<file path="config.mk">
export PLATFORM = sky130hd
export DESIGN_NAME = alu_op_encoder_flat
export DESIGN_NICKNAME = d
export VERILOG_FILES = /design/src/rtl/alu_op_encoder_if.sv /design/src/rtl/alu_op_encoder.sv /design/src/flat_wrapper.sv
export SDC_FILE = /design/constraint.sdc
export NUM_CORES = 1
export LEC_CHECK = 0
export ABC_AREA = 0
export CAP_MARGIN = 20
export CORE_UTILIZATION = 45
export CTS_BUF_LIST = sky130_fd_sc_hd__clkbuf_8
export CTS_CLUSTER_SIZE = 16
export DETAILED_ROUTE_END_ITERATION = 7
export PLACE_DENSITY = 0.74
export SLEW_MARGIN = 20
export SYNTH_ARGS = -nofsm -noshare
export SYNTH_HDL_FRONTEND = slang
export SYNTH_SLANG_ARGS = --single-unit
</file>
<file path="constraint.sdc">
create_clock -name clk -period 6 [get_ports clk]
set_input_delay 1.2 -clock clk [delete_from_list [all_inputs] [get_ports clk]]
set_output_delay 1.2 -clock clk [all_outputs]
set_load 0.1 [all_outputs]
</file>
<file path="src/rtl/alu_op_encoder_if.sv">
// Request/instruction stream bundle for alu_op_encoder: one ALU request in,
// a stream of 32-bit instruction words out, plus the error pulse.
interface alu_op_encoder_if;
    logic        req_valid;
    logic        req_ready;
    logic [3:0]  req_aluctrl;
    logic [4:0]  req_rd;
    logic [4:0]  req_rs1;
    logic [4:0]  req_rs2;
    logic        req_use_imm;
    logic [31:0] req_imm;
    logic        instr_valid;
    logic        instr_ready;
    logic [31:0] instr;
    logic        instr_last;
    logic        err;

    modport master (
        output req_valid, req_aluctrl, req_rd, req_rs1, req_rs2, req_use_imm, req_imm,
        output instr_ready,
        input  req_ready, instr_valid, instr, instr_last, err
    );

    modport slave (
        input  req_valid, req_aluctrl, req_rd, req_rs1, req_rs2, req_use_imm, req_imm,
        input  instr_ready,
        output req_ready, instr_valid, instr, instr_last, err
    );
endinterface

</file>
<file path="src/rtl/alu_op_encoder.sv">
// Turns an ALUControl request into RV32I instruction words, expanding long
// immediates via LUI/ADDI into SCRATCH_REG. Define ALU_OP_ENCODER_CRYPTO_EN for custom crypto ops.
module alu_op_encoder #(
    parameter logic [4:0] SCRATCH_REG   = 5'd5,
    parameter logic [6:0] CRYPTO_OPCODE = 7'b0001011
) (
    input  logic              clk,
    input  logic              rst_n,
    alu_op_encoder_if.slave   bus
);
    localparam logic [2:0] ST_IDLE = 3'd0;
    localparam logic [2:0] ST_LUI  = 3'd1;
    localparam logic [2:0] ST_ADDI = 3'd2;
    localparam logic [2:0] ST_OP   = 3'd3;
    localparam logic [2:0] ST_ERR  = 3'd4;

    localparam logic [6:0] OPC_OP     = 7'b0110011;
    localparam logic [6:0] OPC_OP_IMM = 7'b0010011;
    localparam logic [6:0] OPC_LUI    = 7'b0110111;

    logic [2:0]  state_q, state_d;
    logic [31:0] instr_q, instr_d;
    logic        instr_valid_q, instr_valid_d;
    logic        instr_last_q, instr_last_d;
    logic        err_q, err_d;
    logic [31:0] addi_word_q, addi_word_d;
    logic [31:0] op_word_q, op_word_d;
    logic        skip_addi_q, skip_addi_d;

    // Opcode decode
    logic [2:0] f3;
    logic [6:0] f7;
    logic       known, is_sub, is_shift, can_long, is_crypto, is_rng;

    always_comb begin
        f3 = 3'b000; f7 = 7'b0000000;
        known = 1'b1; is_sub = 1'b0; is_shift = 1'b0; can_long = 1'b0;
        is_crypto = 1'b0; is_rng = 1'b0;
        case (bus.req_aluctrl)
            4'b0000: begin f3 = 3'b000; can_long = 1'b1; end
            4'b0001: begin f3 = 3'b000; f7 = 7'b0100000; is_sub = 1'b1; end
            4'b0010: begin f3 = 3'b111; can_long = 1'b1; end
            4'b0011: begin f3 = 3'b110; can_long = 1'b1; end
            4'b0100: begin f3 = 3'b100; can_long = 1'b1; end
            4'b0101: begin f3 = 3'b010; can_long = 1'b1; end
            4'b0110: begin f3 = 3'b011; can_long = 1'b1; end
            4'b1010: begin f3 = 3'b001; is_shift = 1'b1; end
            4'b1100: begin f3 = 3'b101; is_shift = 1'b1; end
            4'b1011: begin f3 = 3'b101; f7 = 7'b0100000; is_shift = 1'b1; end
`ifdef ALU_OP_ENCODER_CRYPTO_EN
            4'b1101: begin f3 = 3'b010; is_crypto = 1'b1; end
            4'b1110: begin f3 = 3'b011; is_crypto = 1'b1; end
            4'b1111: begin f3 = 3'b100; is_crypto = 1'b1; is_rng = 1'b1; end
`endif
            default: known = 1'b0;
        endcase
    end

`ifndef ALU_OP_ENCODER_CRYPTO_EN
    logic unused_crypto;
    assign unused_crypto = ^CRYPTO_OPCODE;
`endif

    // (imm + 0x800) >> 12 rounds hi so that sign-extended lo lands back on imm
    logic [19:0] imm_hi;
    logic [11:0] imm_lo;
    logic        imm_short;
    assign imm_hi    = bus.req_imm[31:12] + {19'd0, bus.req_imm[11]};
    assign imm_lo    = bus.req_imm[11:0];
    assign imm_short = (bus.req_imm[31:11] == 21'h0) || (bus.req_imm[31:11] == 21'h1FFFFF);

    logic [2:0]  cls_state;
    logic [31:0] cls_word, cls_addi, cls_op;
    logic        cls_last, cls_skip;

    always_comb begin
        cls_state = ST_ERR;
        cls_word  = 32'h0;
        cls_last  = 1'b0;
        cls_addi  = 32'h0;
        cls_op    = 32'h0;
        cls_skip  = 1'b0;
        if (known) begin
            if (is_crypto) begin
                if (!bus.req_use_imm) begin
                    cls_state = ST_OP;
                    cls_last  = 1'b1;
                    cls_word  = {7'b0, is_rng ? 5'd0 : bus.req_rs2, is_rng ? 5'd0 : bus.req_rs1,
                                 f3, bus.req_rd, CRYPTO_OPCODE};
                end
            end else if (!bus.req_use_imm) begin
                cls_state = ST_OP;
                cls_last  = 1'b1;
                cls_word  = {f7, bus.req_rs2, bus.req_rs1, f3, bus.req_rd, OPC_OP};
            end else if (is_sub) begin
                cls_state = ST_ERR;
            end else if (is_shift) begin
                if (bus.req_imm[31:5] == 27'h0) begin
                    cls_state = ST_OP;
                    cls_last  = 1'b1;
                    cls_word  = {f7, bus.req_imm[4:0], bus.req_rs1, f3, bus.req_rd, OPC_OP_IMM};
                end
            end else if (imm_short) begin
                cls_state = ST_OP;
                cls_last  = 1'b1;
                cls_word  = {imm_lo, bus.req_rs1, f3, bus.req_rd, OPC_OP_IMM};
            end else if (can_long) begin
                cls_state = ST_LUI;
                cls_word  = {imm_hi, SCRATCH_REG, OPC_LUI};
                cls_addi  = {imm_lo, SCRATCH_REG, 3'b000, SCRATCH_REG, OPC_OP_IMM};
                cls_op    = {7'b0, SCRATCH_REG, bus.req_rs1, f3, bus.req_rd, OPC_OP};
                cls_skip  = (imm_lo == 12'h0);
            end
        end
    end

    logic xfer;
    assign xfer = instr_valid_q && bus.instr_ready;

    always_comb begin
        state_d       = state_q;
        instr_d       = instr_q;
        instr_valid_d = instr_valid_q;
        instr_last_d  = instr_last_q;
        err_d         = 1'b0;
        addi_word_d   = addi_word_q;
        op_word_d     = op_word_q;
        skip_addi_d   = skip_addi_q;
        case (state_q)
            ST_IDLE: if (bus.req_valid) begin
                state_d       = cls_state;
                instr_d       = cls_word;
                instr_valid_d = (cls_state != ST_ERR);
                instr_last_d  = cls_last;
                err_d         = (cls_state == ST_ERR);
                addi_word_d   = cls_addi;
                op_word_d     = cls_op;
                skip_addi_d   = cls_skip;
            end
            ST_LUI: if (xfer) begin
                state_d      = skip_addi_q ? ST_OP : ST_ADDI;
                instr_d      = skip_addi_q ? op_word_q : addi_word_q;
                instr_last_d = skip_addi_q;
            end
            ST_ADDI: if (xfer) begin
                state_d      = ST_OP;
                instr_d      = op_word_q;
                instr_last_d = 1'b1;
            end
            ST_OP: if (xfer) begin
                state_d       = ST_IDLE;
                instr_d       = 32'h0;
                instr_valid_d = 1'b0;
                instr_last_d  = 1'b0;
            end
            ST_ERR:  state_d = ST_IDLE;
            default: state_d = ST_IDLE;
        endcase
    end

    always_ff @(posedge clk) begin
        if (!rst_n) begin
            state_q       <= ST_IDLE;
            instr_q       <= 32'h0;
            instr_valid_q <= 1'b0;
            instr_last_q  <= 1'b0;
            err_q         <= 1'b0;
            addi_word_q   <= 32'h0;
            op_word_q     <= 32'h0;
            skip_addi_q   <= 1'b0;
        end else begin
            state_q       <= state_d;
            instr_q       <= instr_d;
            instr_valid_q <= instr_valid_d;
            instr_last_q  <= instr_last_d;
            err_q         <= err_d;
            addi_word_q   <= addi_word_d;
            op_word_q     <= op_word_d;
            skip_addi_q   <= skip_addi_d;
        end
    end

    assign bus.req_ready   = (state_q == ST_IDLE);
    assign bus.instr_valid = instr_valid_q;
    assign bus.instr       = instr_q;
    assign bus.instr_last  = instr_last_q;
    assign bus.err         = err_q;
endmodule

</file>
<file path="src/flat_wrapper.sv">
// flat-port wrapper written by rule: the top's interface ports become plain ports
module alu_op_encoder_flat 
#(
    parameter logic [4:0] SCRATCH_REG   = 5'd5,
    parameter logic [6:0] CRYPTO_OPCODE = 7'b0001011
)
  (clk, rst_n, bus_req_valid, bus_req_aluctrl, bus_req_rd, bus_req_rs1, bus_req_rs2, bus_req_use_imm, bus_req_imm, bus_instr_ready, bus_req_ready, bus_instr_valid, bus_instr, bus_instr_last, bus_err);
  alu_op_encoder_if bus_i ();
  input  logic clk;
  input  logic rst_n;
  input wire logic [$bits(bus_i.req_valid)-1:0] bus_req_valid;
  input wire logic [$bits(bus_i.req_aluctrl)-1:0] bus_req_aluctrl;
  input wire logic [$bits(bus_i.req_rd)-1:0] bus_req_rd;
  input wire logic [$bits(bus_i.req_rs1)-1:0] bus_req_rs1;
  input wire logic [$bits(bus_i.req_rs2)-1:0] bus_req_rs2;
  input wire logic [$bits(bus_i.req_use_imm)-1:0] bus_req_use_imm;
  input wire logic [$bits(bus_i.req_imm)-1:0] bus_req_imm;
  input wire logic [$bits(bus_i.instr_ready)-1:0] bus_instr_ready;
  output wire logic [$bits(bus_i.req_ready)-1:0] bus_req_ready;
  output wire logic [$bits(bus_i.instr_valid)-1:0] bus_instr_valid;
  output wire logic [$bits(bus_i.instr)-1:0] bus_instr;
  output wire logic [$bits(bus_i.instr_last)-1:0] bus_instr_last;
  output wire logic [$bits(bus_i.err)-1:0] bus_err;
  assign bus_i.req_valid = bus_req_valid;
  assign bus_i.req_aluctrl = bus_req_aluctrl;
  assign bus_i.req_rd = bus_req_rd;
  assign bus_i.req_rs1 = bus_req_rs1;
  assign bus_i.req_rs2 = bus_req_rs2;
  assign bus_i.req_use_imm = bus_req_use_imm;
  assign bus_i.req_imm = bus_req_imm;
  assign bus_i.instr_ready = bus_instr_ready;
  assign bus_req_ready = bus_i.req_ready;
  assign bus_instr_valid = bus_i.instr_valid;
  assign bus_instr = bus_i.instr;
  assign bus_instr_last = bus_i.instr_last;
  assign bus_err = bus_i.err;
  alu_op_encoder #(.SCRATCH_REG(SCRATCH_REG), .CRYPTO_OPCODE(CRYPTO_OPCODE)) u_core (.clk(clk), .rst_n(rst_n), .bus(bus_i));
endmodule
</file>
**After elaboration in Yosys (flattened, before gate mapping)**

Index checks and enable logic that the tools add are counted.
Widths: inputs -> output; s select.

- Flip-flop bits (word level): 103
- Output and inout port bits: 36
- Word-level logic and storage cells: 110

- $add $sub $neg: 1
- Equality and inequality tests: 19
- Muxes and demuxes: 63
- Reduce and logical (&&, ||, !) cells: 19

Operator list:

| cell | count |
|---|---|
| $mux 32 | 22 |
| $pmux 32 s4 | 1 |
| $mux 3 | 11 |
| $mux 31 | 1 |
| $logic_not 27->1 | 1 |
| $mux 23 | 1 |
| $mux 1 | 22 |
| $eq 21x21->1 const B | 1 |
| $logic_not 21->1 | 1 |
| $pmux 3 s7 | 1 |
| $add 20x1->20 | 1 |
| $eq 4x3->1 const B | 3 |
| $eq 4x4->1 const B | 3 |
| $logic_not 12->1 | 1 |
| $pmux 3 s4 | 1 |
| $reduce_or 10->1 | 1 |
| $eq 4x2->1 const B | 2 |
| $eq 3x2->1 const B | 2 |
| $mux 6 | 1 |
| $ne 2x1->1 const B | 3 |
| $reduce_and 3->1 | 2 |
| $reduce_or 6->1 | 1 |
| $reduce_and 5->1 | 1 |
| $eq 4x1->1 const B | 1 |
| other kinds (16) | 17 |

**Longest topological paths before layout**

Gate-level depths: netlist of the first run.

- Depth in word-level cells: 12
- Mapped depth: 9
- Depth with buffers taken out: 8

**Worst setup path before layout of the first run**

Ideal clock, no wire load.

- Kind: register -> register
- From: register u_core.state_q[0]
- To: register u_core.instr_q[2] (netlist: u_core.bus.instr[2])
- Setup time: 0.067 ns
- Arrival time: 3.853 ns
- Data required time: 5.933 ns
- Setup slack: 2.080 ns
- Stages on the path, launching flop included: 8
- Path buffers: 2
- Cells stage by stage: dfxtp_1 buf_2 nor3_1 nand2_1 nor3_4 buf_6 a21oi_1 nor2_1

- Word-level cells in the longest chain between the ends: 3
- Elaborated cells on any way between the ends: 11

Ends and longest elaborated chain:

| what | RTL line | RTL |
|---|---|---|
| start: declaration | alu_op_encoder.sv:21 | `logic [2:0] state_q, state_d;` |
| start signal: assignment | alu_op_encoder.sv:172 | `state_q <= state_d;` |
| $logic_not 3->1 * | - |  |
| via bus_req_ready | flat_wrapper.sv:19 | `output wire logic [$bits(bus_i.req_ready)-1:0] bus_req_ready;` |
| $reduce_bool 4->1 (no source line) or $ne 2x2->1 (tied branches) | - |  |
| $reduce_and 5->1 (no source line) | - |  |
| end signal: assignment | alu_op_encoder.sv:173 | `instr_q <= instr_d;` |
| end: declaration | alu_op_encoder.sv:22 | `logic [31:0] instr_q, instr_d;` |

Mark *: on every way through the listed nets, which the timed path passes. The rest lies on a longest branch.
A chain may end at the register's enable or synchronous reset.

**Worst setup path after layout of the first run**

- From: input bus_req_aluctrl[0]
- To: register u_core.instr_q[26] (netlist: u_core.bus.instr[26])

- Word-level cells in the longest chain between the ends: 11
- Elaborated cells on any way between the ends: 25

Ends and longest elaborated chain:

| what | RTL line | RTL |
|---|---|---|
| start: declaration | flat_wrapper.sv:12 | `input wire logic [$bits(bus_i.req_aluctrl)-1:0] bus_req_aluctrl;` |
| $eq 4x2->1, or another cell as far along | alu_op_encoder.sv:39 | `case (bus.req_aluctrl)` |
| $reduce_or 6->1 (no source line) | - |  |
| $mux 1 | alu_op_encoder.sv:39 |  |
| $mux 32 | alu_op_encoder.sv:107 | `end else if (can_long) begin` |
| $mux 32 | alu_op_encoder.sv:103 | `end else if (imm_short) begin` |
| $mux 32 | alu_op_encoder.sv:97 | `end else if (is_shift) begin` |
| $mux 32 | alu_op_encoder.sv:95 | `end else if (is_sub) begin` |
| $mux 32 | alu_op_encoder.sv:91 | `end else if (!bus.req_use_imm) begin` |
| $mux 32 * | alu_op_encoder.sv:83 | `if (known) begin` |
| $mux 32 * | alu_op_encoder.sv:130 | `ST_IDLE: if (bus.req_valid) begin` |
| $pmux 32 s4 * | alu_op_encoder.sv:129 | `case (state_q)` |

Mark *: on every way between the ends. The rest lies on a longest branch, timed or not. The select of a mux whose other input is x is not followed.

==> results of run 1 <==
## power breakdown
group | total (W) | leakage (nW) | internal (W) | switching, W
Combinational | 0.000532 | 1.13 | 0.000146 | 0.000386
Sequential | 0.000457 | 0.497 | 0.000436 | 0.0000215
Clock | 0.000374 | 0.0996 | 0.000193 | 0.000181
## synthesized netlist by cell type (7+ instances only)
| cell | n |
|---|---|
| a21oi_1 | 28 |
| a221oi_1 | 13 |
| a22oi_1 | 27 |
| a31oi_1 | 9 |
| buf_2 | 9 |
| clkbuf_1 | 18 |
| dfxtp_1 | 61 |
| nand2_1 | 41 |
| nand2b_1 | 7 |
| nand3_1 | 24 |
| nand4_1 | 8 |
| nor2_1 | 55 |
| nor3_1 | 17 |
| o21ai_0 | 28 |
| or4_1 | 7 |
| xnor2_1 | 10 |
| xor2_1 | 10 |
## kinds of logic after synthesis
logic type               after synthesis  share of synthesized area, %
AO/OA/AOI/OAI                        145                          26.3
XOR/XNOR                              20                          4.58
adder cells (fa/ha/maj)                3                         0.981
buffers and inverters                 44                          5.79
flip-flops                            61                          31.9
multiplexers                           1                         0.262
other                                  1                        0.0980
AND/OR/NAND/NOR                      209                          30.1
## worst min-delay path by stage
stage,start,endpoint,slack (ns),cells past startpoint
3_5_place_dp,u_core.op_word_q[7],u_core.bus.instr[7],0.47,2
6_report,u_core.op_word_q[7],u_core.bus.instr[7],0.47,2
5_1_grt,u_core.op_word_q[9],u_core.bus.instr[9],0.52,2
2_1_floorplan,u_core.op_word_q[7],u_core.bus.instr[7],0.45,2
4_1_cts,u_core.op_word_q[7],u_core.bus.instr[7],0.47,2
3_3_place_gp,u_core.op_word_q[9],u_core.bus.instr[9],0.46,2
## per-stage QoR
stage	instance area (µm²)	std cells	hold slack [ns]	worst slack [ns]
floorplan	3830	485	0.449	2.08
global route	4930	665	0.516	2.09
CTS	4920	665	0.471	2.31
global placement	4710	648	0.461	1.70
detailed placement	4730	649	0.471	1.93
finish	4930	665	0.468	2.16
## flip-flops by register name, indices dropped and copies added, names as in the netlist
name,cells
u_core.state_q,3
u_core.op_word_q,14
u_core.addi_word_q,12
u_core.skip_addi_q,1
u_core.bus.instr_last,1
u_core.bus.err,1
u_core.bus.instr,28
u_core.bus.instr_valid,1
## metal layers
layer | track usage, % | part of all wire (%) | up-vias
met5 | 0 | 0 | -
met4 | 10.3 | 2.3 | 0
met3 | 5.91 | 8.4 | 32
met2 | 47.0 | 46 | 226
met1 | 41.0 | 43 | 1943
li1 | - | - | 1951
## critical path: stages
cell	delay, ns
clkdlybuf4s50_1	0.78
and4bb_2	0.34
nor3_2	0.36
nand2_1	0.23
nor2_1	0.70
nand3_1	0.28
a31oi_1	0.23
## final cells by class
type,count,area [µm²],area share [%]
clock inverters,7,73.8,1.50
multi-input cells,380,2400,48.7
flip-flops and latches,61,1220,24.8
repair buffers,96,951,19.3
inverters,7,26.3,0.533
well taps,105,131,2.67
clock buffers,9,124,2.51
==> results.sh, run 1 <==
export IMPL_status="complete, no violations"
export IMPL_worst_setup_path_type="in2reg"
export IMPL_gp_congestion=0.998
export IMPL_first_pass_iters=8
export IMPL_grt_max_degree=35
export IMPL_peakVddDrop_v=0.000151
export IMPL_numCtsBuffers=9
export IMPL_drtIter0Drc=504
export IMPL_path_max_fanout=15
export IMPL_hold_path_class="reg2reg"
export IMPL_vias=4152
export IMPL_grt_pass1_wl_um=20300
export IMPL_end_kind="register"
export IMPL_ys_ff_latch=61
export IMPL_grt_pass1_vias=3862
export IMPL_final_util_pct=60.0
export IMPL_leakage_nw=1.73
export IMPL_synth_edf_count=0
export IMPL_fmax_mhz=260
export IMPL_antenna_found_initial=0
export IMPL_ys_seq_area_share_pct=31.9
export IMPL_r2r_end="u_core.bus.instr[17]"
export IMPL_grt_use_total_pct=30.1
export IMPL_crit_start="bus_req_aluctrl[0]"
export IMPL_io_pins=92
export IMPL_period_needed_ns=3.84
export IMPL_place_hpwl_um=9170
export IMPL_htreeDepth=3
export IMPL_routed_wl_um=12700
export IMPL_clkTransAtPathRegs_ns=0.08
export IMPL_setup_viol=0
export IMPL_clock_sinks=61
export IMPL_synth_area_leaders="dfxtp_1, nor2_1, a22oi_1"
export IMPL_post_route_period_util_pct=64.1
export IMPL_fp_coreArea_mm2=0.00822
export IMPL_relSlewSlack_pct=32.9
export IMPL_ys_async_sr_fraction_pct=0
export IMPL_io_buffers=89
export IMPL_die_y_um=94.2
export IMPL_cts_resized=0
export IMPL_r2r_start="u_core.state_q[0]"
export IMPL_rows=33
export IMPL_cp_endpoint="u_core.bus.instr[26]"
export IMPL_post_cts_setup_buffers=0
export IMPL_required_ns=6.28
export IMPL_fill_cells=788
export IMPL_r2r_slack_ns=3.29
export IMPL_finalMaxSlewViolations=0
export IMPL_final_common_cell="clkdlybuf4s50_1"
export IMPL_start_util_pct=46.6
export IMPL_cts_tree="built"
export IMPL_drive_above_1_share_pct=9.29
export IMPL_synth_distinct_cells=68
export IMPL_yosysTopAreaCell="dfxtp_1"
export IMPL_n_antenna_cell=0
export IMPL_avgSynthCellArea_um2=7.90
export IMPL_chipWidth_um=94.2
export IMPL_yosysTopAreaCellShare_pct=31.9
export IMPL_layout_common_cells="clkdlybuf4s50_1, dfxtp_1, nor2_1"
export IMPL_vias_per_cell=6.24
export IMPL_clock_path_buffers=2
export IMPL_synthCells=484
export IMPL_syn_cell_area_mm2=0.00382
export IMPL_synthFlopType="dfxtp_1"
export IMPL_cp_start_kind="input port"
export IMPL_ctsHoldBuffers=0
export IMPL_yosysWarnings=0
export IMPL_die_area_mm2=0.00887
export IMPL_r2r_cells=6
export IMPL_grt_setup_unrepaired="false"
export IMPL_cp_arrival_ns=4.12
export IMPL_finalNetCount=614
export IMPL_root_buffer="clkbuf_8"
export IMPL_clkLatencyLatePin_ns=0.35
export IMPL_drc=0
export IMPL_worst_pin_slew_ns=1.00
export IMPL_areaGrowthSynthToFinish_pct=28.9
export IMPL_final_antenna_net_count=0
export IMPL_clock_skew_ns=0.0101
export IMPL_wire_per_inst_um=19.1
export IMPL_hold_violations=0
export IMPL_p_per_area_mw_per_mm2=277
export IMPL_drv_cap=0
export IMPL_tns_ns=0
export IMPL_grt_ovfl_total=0
export IMPL_power_w=0.00136
(Power assumes the default switching activity.)
==> run 2, diff against run 1 <==
--- a/config.mk
+++ b/config.mk
@@ -11,7 +11,7 @@
 export CTS_BUF_LIST = sky130_fd_sc_hd__clkbuf_8
 export CTS_CLUSTER_SIZE = 16
 export DETAILED_ROUTE_END_ITERATION = 7
-export PLACE_DENSITY = 0.74
+export PLACE_DENSITY = 0.76
 export SLEW_MARGIN = 20
 export SYNTH_ARGS = -nofsm -noshare
 export SYNTH_HDL_FRONTEND = slang
==> constraint.sdc (replaced) <==
create_clock -name clk -period 3.4 [get_ports clk]
set_input_delay 0.68 -clock clk [delete_from_list [all_inputs] [get_ports clk]]
set_output_delay 0.68 -clock clk [all_outputs]
set_load 0.1 [all_outputs]
==> results.sh, run 2 (synthesis gave the netlist of run 1 again) <==
export IMPL_status="complete, no violations"
export IMPL_clock_sinks=61
export IMPL_cts_tree="built"
export IMPL_fmax_mhz=342
export IMPL_io_buffers=89
export IMPL_final_antenna_net_count=0
export IMPL_met1_usage_pct=42.4
export IMPL_die_y_um=94.2
export IMPL_htreeDepth=3
export IMPL_drtIter0Drc=425
export IMPL_required_ns=3.61
export IMPL_rows=33
export IMPL_grt_pass1_vias=3943
export IMPL_end_kind="register"
export IMPL_root_buffer="clkbuf_8"
export IMPL_chipWidth_um=94.2
export IMPL_setup_viol=0
export IMPL_numCtsBuffers=9
export IMPL_clkTransAtPathRegs_ns=0.08
export IMPL_period_needed_ns=2.92
export IMPL_busiest_layer="met2"
export IMPL_worst_setup_path_type="in2reg"
export IMPL_areaGrowthSynthToFinish_pct=32.1
export IMPL_leakage_nw=1.90
export IMPL_hold_violations=0
export IMPL_place_hpwl_um=10100
export IMPL_relSlewSlack_pct=33.3
export IMPL_cp_arrival_ns=3.14
export IMPL_die_area_mm2=0.00887
export IMPL_grt_setup_unrepaired="false"
export IMPL_final_util_pct=61.5
export IMPL_drive_above_1_share_pct=17.3
export IMPL_post_route_period_util_pct=85.9
export IMPL_grt_ovfl_total=0
export IMPL_finalNetCount=638
export IMPL_tns_ns=0
export IMPL_largest_reg_flops=28
export IMPL_dp_cells=673
export IMPL_peakVddDrop_v=0.000252
export IMPL_n_antenna_cell=0
export IMPL_grt_pass1_wl_um=21000
export IMPL_wire_per_inst_um=19.4
export IMPL_final_cells=689
export IMPL_start_util_pct=46.6
export IMPL_clock_path_buffers=2
export IMPL_r2r_cells=6
export IMPL_vias_per_cell=6.21
export IMPL_antenna_found_initial=0
export IMPL_finalMaxSlewViolations=0
export IMPL_grt_use_total_pct=31.0
export IMPL_fp_coreArea_mm2=0.00822
export IMPL_cp_start_kind="input port"
export IMPL_drc=0
export IMPL_use_met3_pct=3.96
export IMPL_io_pins=92
export IMPL_vias=4281
export IMPL_drv_cap=0
export IMPL_final_common_cell="clkdlybuf4s50_1"
export IMPL_path_max_fanout=13
export IMPL_layout_common_cells="clkdlybuf4s50_1, dfxtp_1, buf_4"
export IMPL_hold_path_class="reg2reg"
export IMPL_use_met2_pct=49.5
export IMPL_grt_max_degree=35
export IMPL_gp_congestion=1.03
export IMPL_ctsHoldBuffers=0
export IMPL_first_pass_iters=6
export IMPL_hold_depth=2
export IMPL_fin_hold_ws_ns=0.493
export IMPL_p_per_area_mw_per_mm2=482
export IMPL_clkLatencyLatePin_ns=0.34
export IMPL_cts_resized=0
export IMPL_clock_skew_ns=0.0128
export IMPL_worst_pin_slew_ns=0.997
export IMPL_routed_wl_um=13300
export IMPL_post_cts_setup_buffers=0
==> run 2: final cells by class <==
cell class	count	area (µm²)
multi-input combinational	380	2400
clock buffer	10	138
tap	105	131
inverter	7	26.3
clock inverter	6	63.8
sequential	61	1220
fill	741	3160
timing repair buffer	120	1070
==> run 2: layer usage <==
metal / vias to the layer above / wire length, µm
li1: 1996 / -
met1: 2025 / 5680
met2: 239 / 6260
met3: 21 / 1080
met4: 0 / 337
met5: - / 0
==> run 2: worst paths after layout <==
kind                        from                    to  slack (ns)
max reg2reg    u_core.state_q[0]  u_core.bus.instr[17]        1.18
min          u_core.op_word_q[7]   u_core.bus.instr[7]        0.49
min reg2reg  u_core.op_word_q[7]   u_core.bus.instr[7]        0.49
max           bus_req_aluctrl[2]  u_core.bus.instr[11]        0.48
==> run 2: where the power goes <==
group / switching (W) / internal [W]
logic: 0.000685 / 0.000269
registers: 0.0000421 / 0.000769
clock network: 0.000312 / 0.000358
total: 0.00104 / 0.00140
==> run 2: critical path: stages <==
cell             delay [ns]
clkdlybuf4s50_1        0.60
nor4b_1                0.80
nor3_1                 0.19
o211ai_1               0.24
a31oi_2                0.22
a221oi_1               0.30
nor2_1                 0.08
==> run 2: through the flow <==
step	power, W	instance area (µm²)	setup WS (ns)
final	0.00243	5050	0.480
after global routing	0.00253	5050	0.351
after CTS	0.00243	5050	0.463
after detailed placement	0.00177	4850	0.111
after global placement	0.00176	4850	0.190
after floorplan	0.00147	3830	0.541
==> run 3, diff against run 2 <==
--- a/config.mk
+++ b/config.mk
@@ -7,11 +7,13 @@
 export LEC_CHECK = 0
 export ABC_AREA = 0
 export CAP_MARGIN = 20
-export CORE_UTILIZATION = 45
+export CELL_PAD_IN_SITES_DETAIL_PLACEMENT = 0
+export CELL_PAD_IN_SITES_GLOBAL_PLACEMENT = 1
+export CORE_UTILIZATION = 34
 export CTS_BUF_LIST = sky130_fd_sc_hd__clkbuf_8
 export CTS_CLUSTER_SIZE = 16
 export DETAILED_ROUTE_END_ITERATION = 7
-export PLACE_DENSITY = 0.76
+export PLACE_DENSITY_LB_ADDON = 0.1
 export SLEW_MARGIN = 20
 export SYNTH_ARGS = -nofsm -noshare
 export SYNTH_HDL_FRONTEND = slang
==> results.sh, run 3 (synthesis gave the netlist of run 1 again) <==
export IMPL_status="complete, no violations"
export IMPL_finalNetCount=633
export IMPL_drv_cap=0
export IMPL_cts_resized=0
export IMPL_clkLatencyLatePin_ns=0.35
export IMPL_grt_setup_unrepaired="false"
export IMPL_post_cts_setup_buffers=0
export IMPL_peakVddDrop_v=0.000230
export IMPL_post_route_period_util_pct=88.0
export IMPL_p_int_w=0.00148
export IMPL_largest_reg_flops=28
export IMPL_setup_viol=0
export IMPL_worst_setup_path_type="in2reg"
export IMPL_hold_path_class="reg2reg"
export IMPL_grt_max_degree=35
export IMPL_fill_cells=1114
export IMPL_grt_pass1_vias=3989
export IMPL_chipWidth_um=108
export IMPL_hold_violations=0
export IMPL_ff_latch_area_mm2=0.00122
export IMPL_relSlewSlack_pct=34.9
export IMPL_cts_tree="built"
export IMPL_finalMaxSlewViolations=0
export IMPL_die_area_mm2=0.0117
export IMPL_multiInputGateArea_mm2=0.00240
export IMPL_io_buffers=89
export IMPL_use_met3_pct=5.55
export IMPL_start_util_pct=35.1
export IMPL_io_pins=92
export IMPL_grt_use_total_pct=24.4
export IMPL_vias_per_cell=5.82
export IMPL_wire_per_inst_um=19.2
export IMPL_drc=0
export IMPL_p_per_area_mw_per_mm2=492
export IMPL_seq_power_share_pct=32.5
export IMPL_layout_common_cells="dfxtp_1, clkdlybuf4s50_1, nor2_1, buf_4, nand2_1"
export IMPL_worst_pin_slew_ns=0.974
export IMPL_use_met2_pct=39.4
export IMPL_busiest_layer="met2"
export IMPL_end_kind="register"
export IMPL_sw_frac_of_total_pct=40.7
export IMPL_combinationalPowerShare_pct=37.9
export IMPL_final_common_cell="dfxtp_1"
export IMPL_period_needed_ns=2.99
export IMPL_drive_above_1_share_pct=17.3
export IMPL_tns_ns=0
export IMPL_areaGrowthSynthToFinish_pct=32.6
export IMPL_cp_arrival_ns=3.27
export IMPL_r2r_start="u_core.state_q[0]"
export IMPL_clkTransAtPathRegs_ns=0.07
export IMPL_place_hpwl_um=10200
export IMPL_root_buffer="clkbuf_8"
export IMPL_cp_start_kind="input port"
export IMPL_clock_sinks=61
export IMPL_drtIter0Drc=263
export IMPL_crit_start="bus_req_imm[11]"
export IMPL_ctsHoldBuffers=0
export IMPL_clock_path_buffers=2
export IMPL_rows=38
export IMPL_path_max_fanout=6
export IMPL_first_pass_iters=4
export IMPL_final_antenna_net_count=0
export IMPL_vias=4188
export IMPL_clock_skew_ns=0.00780
export IMPL_clkPwrFrac_pct=29.6
export IMPL_worst_slack_ns=0.409
export IMPL_fp_coreArea_mm2=0.0109
export IMPL_grt_ovfl_total=0
export IMPL_required_ns=3.68
export IMPL_hp_start="u_core.op_word_q[9]"
export IMPL_leakage_nw=1.90
export IMPL_met1_usage_pct=31.4
export IMPL_numCtsBuffers=9
export IMPL_routed_wl_um=13800
export IMPL_die_y_um=108
export IMPL_fmax_mhz=334
export IMPL_antenna_found_initial=0
export IMPL_power_switching_w=0.00102
export IMPL_final_util_pct=46.6
export IMPL_htreeDepth=3
export IMPL_dp_cells=703
export IMPL_n_antenna_cell=0
export IMPL_gp_congestion=0.860
export IMPL_preCtsSetupSlack_ns=0.0846
export IMPL_final_cells=719
export IMPL_grt_pass1_wl_um=21600
-- run 3: worst max-delay path, cell delays in order --
cell,delay (ns)
clkdlybuf4s50_1,0.61
inv_1,0.13
ha_1,0.20
or4b_4,0.48
nor3_4,0.24
nand3_4,0.15
a211oi_4,0.36
o221ai_1,0.22
a21oi_1,0.18
-- run 3: metal layers --
layer / part of all wire [%] / vias to the layer above
li1: - / 1994
met1: 45 / 2037
met2: 47 / 135
met3: 5.3 / 22
met4: 3.0 / 0
met5: 0 / -
-- run 3: final cells by class --
cell class | instances | share of cell area, %
inverters | 7 | 0.518
clock inverters | 5 | 1.46
repair buffers | 115 | 20.2
clock buffers | 11 | 2.98
flip-flops and latches | 61 | 24.1
well taps | 140 | 3.45
multi-input cells | 380 | 47.3
-- run 3: metrics by stage --
stage / hold slack (ns) / power, W / cell area, µm²
after floorplan: 0.449 / 0.00147 / 3830
after global placement: 0.464 / 0.00177 / 4850
after detailed placement: 0.461 / 0.00177 / 4850
after CTS: 0.477 / 0.00251 / 5070
after global routing: 0.507 / 0.00261 / 5070
final: 0.471 / 0.00250 / 5070
-- run 3: final timing paths --
path / endpoint / slack, ns / cells past startpoint
min: u_core.bus.instr[9] / 0.47 / 2
min reg2reg: u_core.bus.instr[9] / 0.47 / 2
max: u_core.bus.instr[24] / 0.41 / 9
max reg2reg: u_core.bus.instr[30] / 1.03 / 6
-- run 3: power by group through the flow --
| stage | clock network, W | logic [W] | registers, W |
|---|---|---|---|
| floorplan | 0 | 0.000347 | 0.00113 |
| global placement | 0 | 0.000946 | 0.000827 |
| detailed placement | 0 | 0.000947 | 0.000827 |
| CTS | 0.000753 | 0.000950 | 0.000812 |
| global route | 0.000791 | 0.000999 | 0.000818 |
| finish | 0.000739 | 0.000947 | 0.000812 |
